[config.mk]
export PLATFORM = sky130hd
export DESIGN_NAME = uart_rx_flat
export DESIGN_NICKNAME = d
export VERILOG_FILES = /design/src/rtl/uart_pkg.sv /design/src/rtl/uart_rx_if.sv /design/src/rtl/uart_baud_tick.sv /design/src/rtl/uart_rx.sv /design/src/flat_wrapper.sv
export SDC_FILE = /design/constraint.sdc
export NUM_CORES = 1
export LEC_CHECK = 0
export CORE_MARGIN = 4
export CORE_UTILIZATION = 35
export CTS_CLUSTER_DIAMETER = 60
export DETAILED_ROUTE_END_ITERATION = 10
export PLACE_DENSITY = 0.63
export SLEW_MARGIN = 30
export SYNTH_ARGS = -nofsm -noshare
export SYNTH_HDL_FRONTEND = slang
export SYNTH_HIERARCHICAL = 1
export SYNTH_SLANG_ARGS = --single-unit
[constraint.sdc]
create_clock -name clk -period 3.4 [get_ports clk]
set_clock_uncertainty 0.1 [all_clocks]
set_input_delay 1.02 -clock clk [delete_from_list [all_inputs] [get_ports clk]]
set_output_delay 1.02 -clock clk [all_outputs]
set_load 0.05 [all_outputs]
[src/rtl/uart_pkg.sv]
// -----------------------------------------------------------------------------
// uart_pkg
// Shared definitions for the sensor hub UART receiver and transmitter.
//   OVERSAMPLE  : ticks per bit period (16x oversampling)
//   SAMPLE_MID  : sample count at which the 3-sample majority is resolved
//   rx_state_e  : receiver FSM state encoding
//   baud_div()  : rounded clock divisor producing the 16x oversample tick
// Optional feature macro: UART_RX_PARITY_EN (adds the PARITY state).
// -----------------------------------------------------------------------------
package uart_pkg;

    localparam int unsigned OVERSAMPLE = 16;
    localparam int unsigned SAMPLE_MID = 9;

    typedef enum logic [2:0] {
        ST_IDLE   = 3'd0,
        ST_START  = 3'd1,
        ST_DATA   = 3'd2,
`ifdef UART_RX_PARITY_EN
        ST_PARITY = 3'd3,
`endif
        ST_STOP   = 3'd4,
        ST_BREAK  = 3'd5
    } rx_state_e;

    // Divisor rounded to nearest: (clk_hz + 8*baud) / (16*baud).
    // Clamped to 1 so a very fast baud still yields a usable counter.
    function automatic int unsigned baud_div(input int unsigned clk_hz,
                                             input int unsigned baud);
        int unsigned d;
        d = (clk_hz + (OVERSAMPLE / 2) * baud) / (OVERSAMPLE * baud);
        if (d == 0) begin
            d = 1;
        end
        return d;
    endfunction

endpackage

[src/rtl/uart_rx_if.sv]
// -----------------------------------------------------------------------------
// uart_rx_if
// Output side of the UART receiver: one-entry holding register with a
// valid/ready handshake plus single-cycle error pulses.
//   data        : received byte, stable while valid is high
//   valid       : a byte is held in data
//   ready       : consumer accepts; transfer on valid && ready
//   frame_err   : pulse, stop bit sampled low
//   overrun     : pulse, byte completed while the holding register was full
//   parity_err  : pulse, even-parity mismatch (0 unless UART_RX_PARITY_EN)
// Modports: master = receiver side, slave = consumer side.
// -----------------------------------------------------------------------------
interface uart_rx_if;

    logic [7:0] data;
    logic       valid;
    logic       ready;
    logic       frame_err;
    logic       overrun;
    logic       parity_err;

    modport master (
        output data,
        output valid,
        output frame_err,
        output overrun,
        output parity_err,
        input  ready
    );

    modport slave (
        input  data,
        input  valid,
        input  frame_err,
        input  overrun,
        input  parity_err,
        output ready
    );

endinterface

[src/rtl/uart_baud_tick.sv]
// -----------------------------------------------------------------------------
// uart_baud_tick
// Free-running divisor counter producing a one-cycle tick every DIV clocks
// (the 16x oversample strobe). A synchronous restart reloads the count to 0
// so the receiver can align sampling to a detected start edge.
//   clk      : system clock
//   rst_n    : asynchronous active-low reset
//   restart  : reload counter to 0 this cycle
//   tick     : high for one cycle when the counter reaches DIV-1
// -----------------------------------------------------------------------------
module uart_baud_tick #(
    parameter int unsigned DIV = 27
) (
    input  logic clk,
    input  logic rst_n,
    input  logic restart,
    output logic tick
);

    localparam int unsigned CW = (DIV > 1) ? $clog2(DIV) : 1;
    localparam logic [CW-1:0] LAST = CW'(DIV - 1);

    logic [CW-1:0] cnt_q;
    logic [CW-1:0] cnt_d;

    always_comb begin
        tick  = (cnt_q == LAST);
        cnt_d = cnt_q + 1'b1;
        if (restart || tick) begin
            cnt_d = '0;
        end
    end

    always_ff @(posedge clk or negedge rst_n) begin
        if (!rst_n) begin
            cnt_q <= '0;
        end else begin
            cnt_q <= cnt_d;
        end
    end

endmodule

[src/rtl/uart_rx.sv]
// -----------------------------------------------------------------------------
// uart_rx
// Asynchronous serial receiver, 8N1 (8E1 with UART_RX_PARITY_EN), LSB first.
// The rx pin is synchronised, sampled at 16x baud and each bit is resolved by
// a 3-sample majority vote around mid-bit. Completed bytes land in a
// one-entry holding register with a valid/ready handshake.
// Parameters:
//   CLK_HZ  : system clock frequency in Hz
//   BAUD    : line rate in bits per second
// Ports:
//   clk     : system clock, rising edge
//   rst_n   : asynchronous active-low reset
//   rx      : serial line, idle high, asynchronous to clk
//   bus     : uart_rx_if.master (data/valid/ready and error pulses)
// Optional feature macro: UART_RX_PARITY_EN (even parity bit after data).
// -----------------------------------------------------------------------------
module uart_rx
    import uart_pkg::*;
#(
    parameter int unsigned CLK_HZ = 50_000_000,
    parameter int unsigned BAUD   = 115200
) (
    input  logic      clk,
    input  logic      rst_n,
    input  logic      rx,
    uart_rx_if.master bus
);

    localparam int unsigned DIV = baud_div(CLK_HZ, BAUD);
    // The majority is resolved on the tick that advances the count to
    // SAMPLE_MID, i.e. while the registered count still reads SAMPLE_MID-1.
    localparam logic [3:0] MID_PRE = 4'(SAMPLE_MID - 1);

    // Synchroniser and edge-detect history; idle-high reset values.
    logic rx_meta_q, rx_meta_d;
    logic rx_sync_q, rx_sync_d;
    logic rx_prev_q, rx_prev_d;

    rx_state_e  state_q, state_d;
    logic [3:0] sample_cnt_q, sample_cnt_d;
    logic [2:0] bit_idx_q, bit_idx_d;
    // samples_q[1] = count-7 sample, samples_q[0] = count-8 sample;
    // the count-9 sample is rx_sync_q itself at the resolving tick.
    logic [1:0] samples_q, samples_d;
    logic [7:0] shift_q, shift_d;

    logic [7:0] data_q, data_d;
    logic       valid_q, valid_d;
    logic       frame_err_q, frame_err_d;
    logic       overrun_q, overrun_d;

`ifdef UART_RX_PARITY_EN
    logic       parity_bad_q, parity_bad_d;
    logic       parity_err_q, parity_err_d;
`endif

    logic tick;
    logic baud_restart;
    logic fall_edge;
    logic mid_tick;
    logic majority;
    logic byte_done;

    assign fall_edge    = rx_prev_q & ~rx_sync_q;
    assign baud_restart = (state_q == ST_IDLE) && fall_edge;
    assign mid_tick     = tick && (state_q != ST_IDLE) && (sample_cnt_q == MID_PRE);
    assign majority     = (samples_q[1] & samples_q[0]) |
                          (samples_q[1] & rx_sync_q)    |
                          (samples_q[0] & rx_sync_q);

    uart_baud_tick #(
        .DIV (DIV)
    ) u_baud_tick (
        .clk     (clk),
        .rst_n   (rst_n),
        .restart (baud_restart),
        .tick    (tick)
    );

    // Next-state, datapath and holding register.
    always_comb begin
        rx_meta_d    = rx;
        rx_sync_d    = rx_meta_q;
        rx_prev_d    = rx_sync_q;

        state_d      = state_q;
        sample_cnt_d = sample_cnt_q;
        bit_idx_d    = bit_idx_q;
        samples_d    = samples_q;
        shift_d      = shift_q;

        data_d       = data_q;
        valid_d      = valid_q;
        frame_err_d  = 1'b0;
        overrun_d    = 1'b0;
        byte_done    = 1'b0;
`ifdef UART_RX_PARITY_EN
        parity_bad_d = parity_bad_q;
        parity_err_d = 1'b0;
`endif

        // Sample counter phases itself to the start edge, then wraps 15 -> 0
        // naturally so every later bit is resolved 16 ticks after the last.
        if (baud_restart) begin
            sample_cnt_d = '0;
        end else if (tick && (state_q != ST_IDLE)) begin
            sample_cnt_d = sample_cnt_q + 4'd1;
        end

        if (tick) begin
            samples_d = {samples_q[0], rx_sync_q};
        end

        case (state_q)
            ST_IDLE: begin
                if (fall_edge) begin
                    state_d   = ST_START;
                    bit_idx_d = '0;
                end
            end

            ST_START: begin
                if (mid_tick) begin
                    if (!majority) begin
                        state_d   = ST_DATA;
                        bit_idx_d = '0;
`ifdef UART_RX_PARITY_EN
                        parity_bad_d = 1'b0;
`endif
                    end else begin
                        // Too short to be a start bit: silently re-arm.
                        state_d = ST_IDLE;
                    end
                end
            end

            ST_DATA: begin
                if (mid_tick) begin
                    shift_d   = {majority, shift_q[7:1]};
                    bit_idx_d = bit_idx_q + 3'd1;
                    if (bit_idx_q == 3'd7) begin
`ifdef UART_RX_PARITY_EN
                        state_d = ST_PARITY;
`else
                        state_d = ST_STOP;
`endif
                    end
                end
            end

`ifdef UART_RX_PARITY_EN
            ST_PARITY: begin
                if (mid_tick) begin
                    // Even parity: the parity bit equals the XOR of the data.
                    parity_bad_d = majority ^ (^shift_q);
                    state_d      = ST_STOP;
                end
            end
`endif

            ST_STOP: begin
                if (mid_tick) begin
`ifdef UART_RX_PARITY_EN
                    parity_err_d = parity_bad_q;
`endif
                    if (majority) begin
                        byte_done = 1'b1;
                        state_d   = ST_IDLE;
                    end else begin
                        frame_err_d = 1'b1;
                        state_d     = ST_BREAK;
                    end
                end
            end

            ST_BREAK: begin
                // Hold off until the line is released so a long break
                // reports only one framing error.
                if (rx_sync_q) begin
                    state_d = ST_IDLE;
                end
            end

            default: begin
                state_d = ST_IDLE;
            end
        endcase

        // Holding register: a completion coinciding with a handshake reloads
        // in place; a completion against a stalled full register is dropped.
        if (byte_done) begin
            if (!valid_q || bus.ready) begin
                data_d  = shift_d;
                valid_d = 1'b1;
            end else begin
                overrun_d = 1'b1;
            end
        end else if (valid_q && bus.ready) begin
            valid_d = 1'b0;
        end
    end

    // State register.
    always_ff @(posedge clk or negedge rst_n) begin
        if (!rst_n) begin
            state_q <= ST_IDLE;
        end else begin
            state_q <= state_d;
        end
    end

    // Datapath registers.
    always_ff @(posedge clk or negedge rst_n) begin
        if (!rst_n) begin
            rx_meta_q    <= 1'b1;
            rx_sync_q    <= 1'b1;
            rx_prev_q    <= 1'b1;
            sample_cnt_q <= '0;
            bit_idx_q    <= '0;
            samples_q    <= '0;
            shift_q      <= '0;
            data_q       <= 8'h00;
            valid_q      <= 1'b0;
            frame_err_q  <= 1'b0;
            overrun_q    <= 1'b0;
        end else begin
            rx_meta_q    <= rx_meta_d;
            rx_sync_q    <= rx_sync_d;
            rx_prev_q    <= rx_prev_d;
            sample_cnt_q <= sample_cnt_d;
            bit_idx_q    <= bit_idx_d;
            samples_q    <= samples_d;
            shift_q      <= shift_d;
            data_q       <= data_d;
            valid_q      <= valid_d;
            frame_err_q  <= frame_err_d;
            overrun_q    <= overrun_d;
        end
    end

`ifdef UART_RX_PARITY_EN
    always_ff @(posedge clk or negedge rst_n) begin
        if (!rst_n) begin
            parity_bad_q <= 1'b0;
            parity_err_q <= 1'b0;
        end else begin
            parity_bad_q <= parity_bad_d;
            parity_err_q <= parity_err_d;
        end
    end

    assign bus.parity_err = parity_err_q;
`else
    assign bus.parity_err = 1'b0;
`endif

    assign bus.data      = data_q;
    assign bus.valid     = valid_q;
    assign bus.frame_err = frame_err_q;
    assign bus.overrun   = overrun_q;

endmodule

[src/flat_wrapper.sv]
// flat-port wrapper written by rule: the top's interface ports become plain ports
module uart_rx_flat import uart_pkg::*;
#(
    parameter int unsigned CLK_HZ = 50_000_000,
    parameter int unsigned BAUD   = 115200
)
  (clk, rst_n, rx, bus_data, bus_valid, bus_frame_err, bus_overrun, bus_parity_err, bus_ready);
  uart_rx_if bus_i ();
  input  logic clk;
  input  logic rst_n;
  input  logic rx;
  output wire logic [$bits(bus_i.data)-1:0] bus_data;
  output wire logic [$bits(bus_i.valid)-1:0] bus_valid;
  output wire logic [$bits(bus_i.frame_err)-1:0] bus_frame_err;
  output wire logic [$bits(bus_i.overrun)-1:0] bus_overrun;
  output wire logic [$bits(bus_i.parity_err)-1:0] bus_parity_err;
  input wire logic [$bits(bus_i.ready)-1:0] bus_ready;
  assign bus_data = bus_i.data;
  assign bus_valid = bus_i.valid;
  assign bus_frame_err = bus_i.frame_err;
  assign bus_overrun = bus_i.overrun;
  assign bus_parity_err = bus_i.parity_err;
  assign bus_i.ready = bus_ready;
  uart_rx #(.CLK_HZ(CLK_HZ), .BAUD(BAUD)) u_core (.clk(clk), .rst_n(rst_n), .rx(rx), .bus(bus_i));
endmodule
==> results of run 1 <==
==> registers in the layout (all words and copies together) (netlist names), 2 cells and up <==
signal	count
u_core/bus.data	8
u_core/shift_q	8
u_core/u_baud_tick/cnt_q	5
u_core/sample_cnt_q	4
u_core/bit_idx_q	3
u_core/state_q	3
u_core/samples_q	2
==> per-stage QoR <==
| stage | hold slack [ps] | power, mW | area [um^2] | cells |
|---|---|---|---|---|
| 5_1_grt | 267 | 1.15 | 2070 | 216 |
| 6_report | 259 | 1.08 | 2070 | 216 |
| 4_1_cts | 261 | 1.10 | 2070 | 216 |
| 3_3_place_gp | 250 | 0.686 | 1950 | 208 |
| 2_1_floorplan | 245 | 0.660 | 1760 | 132 |
| 3_5_place_dp | 249 | 0.704 | 1950 | 208 |
==> placed cells by master (no fill, tap or decap), types with 2 or more instances in the layout <==
cell type	Yosys	layout
a21oi_1	6	6
a22o_1	3	3
and4_1	2	2
and4b_1	2	2
clkbuf_8	0	5
clkdlybuf4s50_1	0	13
dfrtp_1	36	36
dfstp_2	3	3
ha_1	6	6
inv_1	3	3
mux2_2	16	16
mux2_4	4	4
nand2_1	6	6
nand2b_1	4	4
nand4_1	2	2
nor2_1	8	8
nor3_1	3	3
nor4_4	2	2
o21bai_1	2	2
xor2_1	2	2
==> area by class of cell <==
class,instances,area share [%]
tap,67,4.06
multi-input combinational,84,35.5
timing repair buffer,15,6.90
sequential,39,47.4
clock buffer,5,3.33
inverter,3,0.545
clock inverter,3,2.30
==> final timing paths <==
kind / to
max in group asynchronous: u_core/bus.frame_err
min reg2reg: u_core/rx_prev_d
max reg2reg: u_core/bus.data[4]
min in group asynchronous: u_core/bus.data[2]
min: u_core/rx_prev_d
max: u_core/bus.data[4]
==> per-layer routing <==
layer | track usage, % | up-vias | wire length, um
met3 | 2.49 | 6 | 105
met5 | 0 | - | 0
met4 | 5.15 | 0 | 59
met2 | 15.4 | 18 | 1290
li1 | - | 504 | -
met1 | 13.0 | 539 | 1270
==> kinds of logic (layout without fill, tap and decap cells) <==
kind of cell    after synthesis  count (layout)  synth area share [%]
flops                        39              39                  55.7
mux                          20              20                  13.6
compound gates               18              18                  7.11
fa+ha+maj                     7               7                  4.83
simple gates                 35              35                  14.4
buf+inv                       9              26                  2.70
other cells                   1               1                 0.213
xor+xnor                      3               3                  1.49
==> where the power goes <==
part | total [mW] | internal, mW | switching [mW]
clock | 0.388 | 0.222 | 0.166
combinational | 0.149 | 0.0710 | 0.0776
sequential | 0.544 | 0.501 | 0.0436
==> worst register-to-register path: cells and delay by family (launching register included) <==
family,cells,cell delay (ps)
mux,2,680
simple gates,3,1240
flops,1,430
buf+inv,1,80
fa+ha+maj,1,140
==> flow_summary_export.csv, run 1 <==
group,metric,value,unit
outcome,status,"completed",
global_routing,grt_usage,9.99,%
floorplan,ioPinCount,16,
cells_and_area,antennaDiodeCount,0,
setup_path,crit_type,"reg2reg",
sta,tightest_slew,838,ps
setup_path,cp_common_cell,"mux2_2",
synthesis,synth_seq_cells,39,
placement,io_buffer_count,14,
sta,timing.final.crit_share,81.2,%
cts,htree_levels,2,
cts,cts.sinks,39,
cts,post_cts_buffers,0,
cts,post_cts_resized,0,
setup_path,path_buf_inv,1,
sta,fin_tns_setup,0,ps
cts,clk_pin_slew,80,ps
setup_path,cpPeakStageDelay,560,ps
sta,rsz0062_at_grt,"false",
synthesis,synthDistinctLibCells,38,
drt,drc,0,
cells_and_area,nFillCells,460,
global_routing,antenna_found_initial,0,
cts,root_buffer,"clkbuf_8",
placement,dp_worst_setup_slack,611,ps
sta,clock.fmax,0.362,GHz
global_routing,grt_max_degree,40,
sta,finalCriticalPeriod,2760,ps
floorplan,core_area,0.00479,mm^2
synthesis,yosys-top-cells-count,"dfrtp_1 (36), mux2_2 (16), nor2_1 (8)",
synthesis,synth_area,0.00176,mm^2
worst_hold_path,holdPathStages,0,
power_and_ir_drop,powerDensity,523,mW/mm^2
setup_path,crit_family,"simple AND/OR/NAND/NOR gates",
placement,place_hpwl,1930,um
cells_and_area,syn2layout_area_growth,17.4,%
setup_path,r2r-start,"u_core/u_baud_tick/cnt_q[0]",
floorplan,rows,25,
drt,viasPerCell,4.94,
cts,cts_tree,"done",
drt,drt_wl_total,2720,um
cells_and_area,ff_latch_area,980,um^2
cts,clock_path_buffers,2,
sta,fin_ws,638,ps
setup_path,worstPathCellList,"inv_1, ha_1, and4b_1, nand4b_4, nor3_2, mux2_2, mux2_2",
run,cap_violations,0,
synthesis,yosys_warnings,6,
cells_and_area,multi_input_area,733,um^2
synthesis,seq_area_frac_synth,55.7,%
synthesis,async_flop_share,100,%
power_and_ir_drop,power.leakage,0.954,nW
cells_and_area,finalNetCount,158,
power_and_ir_drop,ir_drop,0.314,mV
setup_path,reg2reg_slack,640,ps
drt,num_vias,1067,
setup_path,endpoint_kind,"flop",
sta,finalHoldViolCount,0,
worst_hold_path,hold_class,"reg2reg",
synthesis,ys_top_cells_by_area,"dfrtp_1 (51%), mux2_2 (10%), dfstp_2 (4.5%)",
worst_hold_path,worstHoldStart,"u_core/rx_meta_q",
setup_path,worst-path-stages,7,
drt,drtIter0Drc,42,
setup_path,start_kind,"flop",
cts,clock_latency,290,ps
cts,cts_hold_buffers,0,
drt,wire_per_inst,12.6,um
floorplan,die_area,0.00623,mm^2
setup_path,crit_path_top_delay_cell,"and4b_1",
setup_path,required,3490,ps
sta,final-setup-viol-count,0,
setup_path,crit_start,"u_core/u_baud_tick/cnt_q[0]",
cts,numCtsBuffers,5,
sta,slew-limit-headroom,44.1,%
cells_and_area,drive_above_1_share,25.5,%
synthesis,synthFlopType,"dfrtp_1",
global_routing,grt_pass1_vias,1083,
sta,slew_viol_final,0,
global_routing,grt-ovfl-total,0,
floorplan,die-height,78.9,um
synthesis,synth-edff-count,0,
synthesis,syn_area_per_cell,13.3,um^2
drt,drtAntennaViolNets,0,
synthesis,syn_nets,142,
setup_path,crit_arrival,2850,ps
synthesis,yosys.area.top_type,"dfrtp_1",
synthesis,synth_top_area_share,51.2,%
drt,first_pass_iters,4,
cells_and_area,fin_util,43.2,%
global_routing,grt_pass1_wl,4930,um
placement,finalWeightedCongestion,0.731,
floorplan,initial_core_util,36.8,%
setup_path,worst-path-max-fanout,10,
synthesis,postSynthCellCount,132,
floorplan,dieWidth,78.9,um
synthesis,yosysMostFrequentCell,"dfrtp_1",
setup_path,r2r_cells,7,
Note: power is estimated with default switching activity, not from simulation.
==> run 2: changes to the inputs <==
- PLACE_DENSITY: 0.63 -> 0.65
- clock period: 3.4 -> 2.4 ns (I/O delays scaled with it)
==> run 2 against run 1 <==
Compared with the run above: cell count rose by 1.9%; global-route usage rose by 0.41 points; via count rose by 0.66%; critical path depth did not move; highest routed layer unchanged; largest power group unchanged; critical path type unchanged.
==> flow_summary_export.csv, run 2 (synthesis results as in run 1) <==
group,metric,value,unit
power_and_ir_drop,p_int,1.01,mW
cells_and_area,ff_latch_area,980,um^2
setup_path,start_kind,"flop",
sta,rsz0062_at_grt,"false",
cts,numCtsBuffers,5,
cells_and_area,mostFrequentLayoutCell,"dfrtp_1",
sta,timing.final.crit_share,97.0,%
drt,first_pass_iters,4,
setup_path,endpoint_kind,"flop",
setup_path,r2r_cells,7,
placement,io_buffer_count,14,
run,cap_violations,0,
sta,finalCriticalPeriod,2330,ps
floorplan,rows,25,
drt,num_vias,1074,
cells_and_area,final_cell_mix,"dfrtp_1 (36), mux2_2 (16), clkdlybuf4s50_1 (13)",
setup_path,worstPathCellList,"inv_1, ha_1, and4b_2, nand4b_4, or3_4, mux2_4, mux2_2",
drt,wire_per_inst,12.9,um
sta,tightest_slew,821,ps
drt,drtIter0Drc,43,
cts,clock_path_buffers,2,
global_routing,grt_pass1_vias,1177,
cells_and_area,multi_input_area,743,um^2
power_and_ir_drop,switching_share,27.9,%
setup_path,path_buf_inv,1,
cells_and_area,finalNetCount,162,
cells_and_area,fin_util,43.3,%
setup_path,worst-path-max-fanout,5,
power_and_ir_drop,p_comb_share,15.2,%
power_and_ir_drop,clockPowerShare,29.7,%
sta,final-setup-viol-count,0,
sta,slew_viol_final,0,
power_and_ir_drop,pwr-share-seq,55.1,%
worst_hold_path,hold_class,"reg2reg",
global_routing,grt_usage,10.4,%
outcome,status,"completed",
setup_path,crit_type,"reg2reg",
sta,clock.fmax,0.429,GHz
sta,fin_tns_setup,0,ps
floorplan,die_area,0.00623,mm^2
setup_path,crit_path_top_delay_cell,"or3_4",
setup_path,required,2470,ps
floorplan,initial_core_util,36.8,%
global_routing,antenna_found_initial,0,
sta,fin_hold_ws,258,ps
worst_hold_path,holdPathStages,0,
cells_and_area,syn2layout_area_growth,17.8,%
placement,place_hpwl,2080,um
cts,cts_hold_buffers,0,
global_routing,grt-ovfl-total,0,
setup_path,crit_family,"simple AND/OR/NAND/NOR gates",
floorplan,die-height,78.9,um
cts,root_buffer,"clkbuf_8",
cells_and_area,nFillCells,444,
power_and_ir_drop,ir_drop,0.395,mV
global_routing,grt_pass1_wl,5070,um
drt,drtAntennaViolNets,0,
power_and_ir_drop,power_switching,0.390,mW
setup_path,worst-path-stages,7,
drt,viasPerCell,4.88,
cts,post_cts_buffers,0,
setup_path,crit_arrival,2400,ps
power_and_ir_drop,powerDensity,675,mW/mm^2
setup_path,cpPeakStageDelay,440,ps
cts,cts.sinks,39,
placement,finalWeightedCongestion,0.771,
cts,clk_pin_slew,70,ps
cts,cts_tree,"done",
drt,drc,0,
cells_and_area,antennaDiodeCount,0,
power_and_ir_drop,power.leakage,0.964,nW
floorplan,ioPinCount,16,
sta,finalHoldViolCount,0,
sta,slew-limit-headroom,45.3,%
cts,htree_levels,2,
cts,clock_latency,290,ps
global_routing,grt_max_degree,40,
cells_and_area,drive_above_1_share,28.8,%
drt,drt_wl_total,2840,um
floorplan,core_area,0.00479,mm^2
floorplan,dieWidth,78.9,um
## run 2: cell count changes in the layout (fill, tap and decap cells not counted), sizes merged
cell / before / now
bufinv: 1 / 0
buf: 2 / 6
clkinv: 1 / 3
inv: 4 / 3
## run 2: area by class of cell
class	count	area share, %
inverter	3	0.543
timing repair buffer	19	8.32
tap	67	4.04
multi-input combinational	84	35.8
clock inverter	3	0.724
clock buffer	5	3.32
sequential	39	47.2
## run 2: path summary, 6_finish.rpt
path	startpoint	to	slack, ps
max	u_core/u_baud_tick/cnt_q[0]	u_core/bus.data[2]	70
min	u_core/rx_meta_q	u_core/rx_prev_d	260
max reg2reg	u_core/u_baud_tick/cnt_q[0]	u_core/bus.data[2]	70
min reg2reg	u_core/rx_meta_q	u_core/rx_prev_d	260
max in group asynchronous	rst_n	u_core/sample_cnt_q[0]	1250
min in group asynchronous	rst_n	u_core/bus.data[1]	430
## run 2: through the flow
step,power (mW),worst slack [ps],cell area (um^2),cells
after global routing,1.50,19.0,2070,220
after detailed placement,1.00,88.7,1980,212
final,1.40,71.4,2070,220
after global placement,0.979,144,1980,212
after CTS,1.42,66.0,2060,220
after floorplan,0.935,103,1760,132
## run 2: per-layer routing
| layer | track usage [%] | part of all wire [%] | vias to the layer above |
|---|---|---|---|
| met1 | 12.4 | 46 | 540 |
| met5 | 0 | 0 | - |
| met4 | 5.15 | 1.2 | 0 |
| met3 | 3.17 | 4.4 | 5 |
| li1 | - | - | 512 |
| met2 | 17.1 | 48 | 17 |
## run 2: power by group through the flow
stage / sequential, mW / clock, mW / combinational, mW
after floorplan: 0.765 / 0 / 0.170
final: 0.772 / 0.416 / 0.214
after global routing: 0.780 / 0.477 / 0.247
after detailed placement: 0.783 / 0 / 0.217
after global placement: 0.776 / 0 / 0.204
after CTS: 0.771 / 0.433 / 0.218
## run 2: repair_timing
| item | CTS | global route |
|---|---|---|
| hold endpoints to repair | 0 | 0 |
| gates resized for setup | 0 | 3 |
| setup endpoints to repair | 0 | 8 |
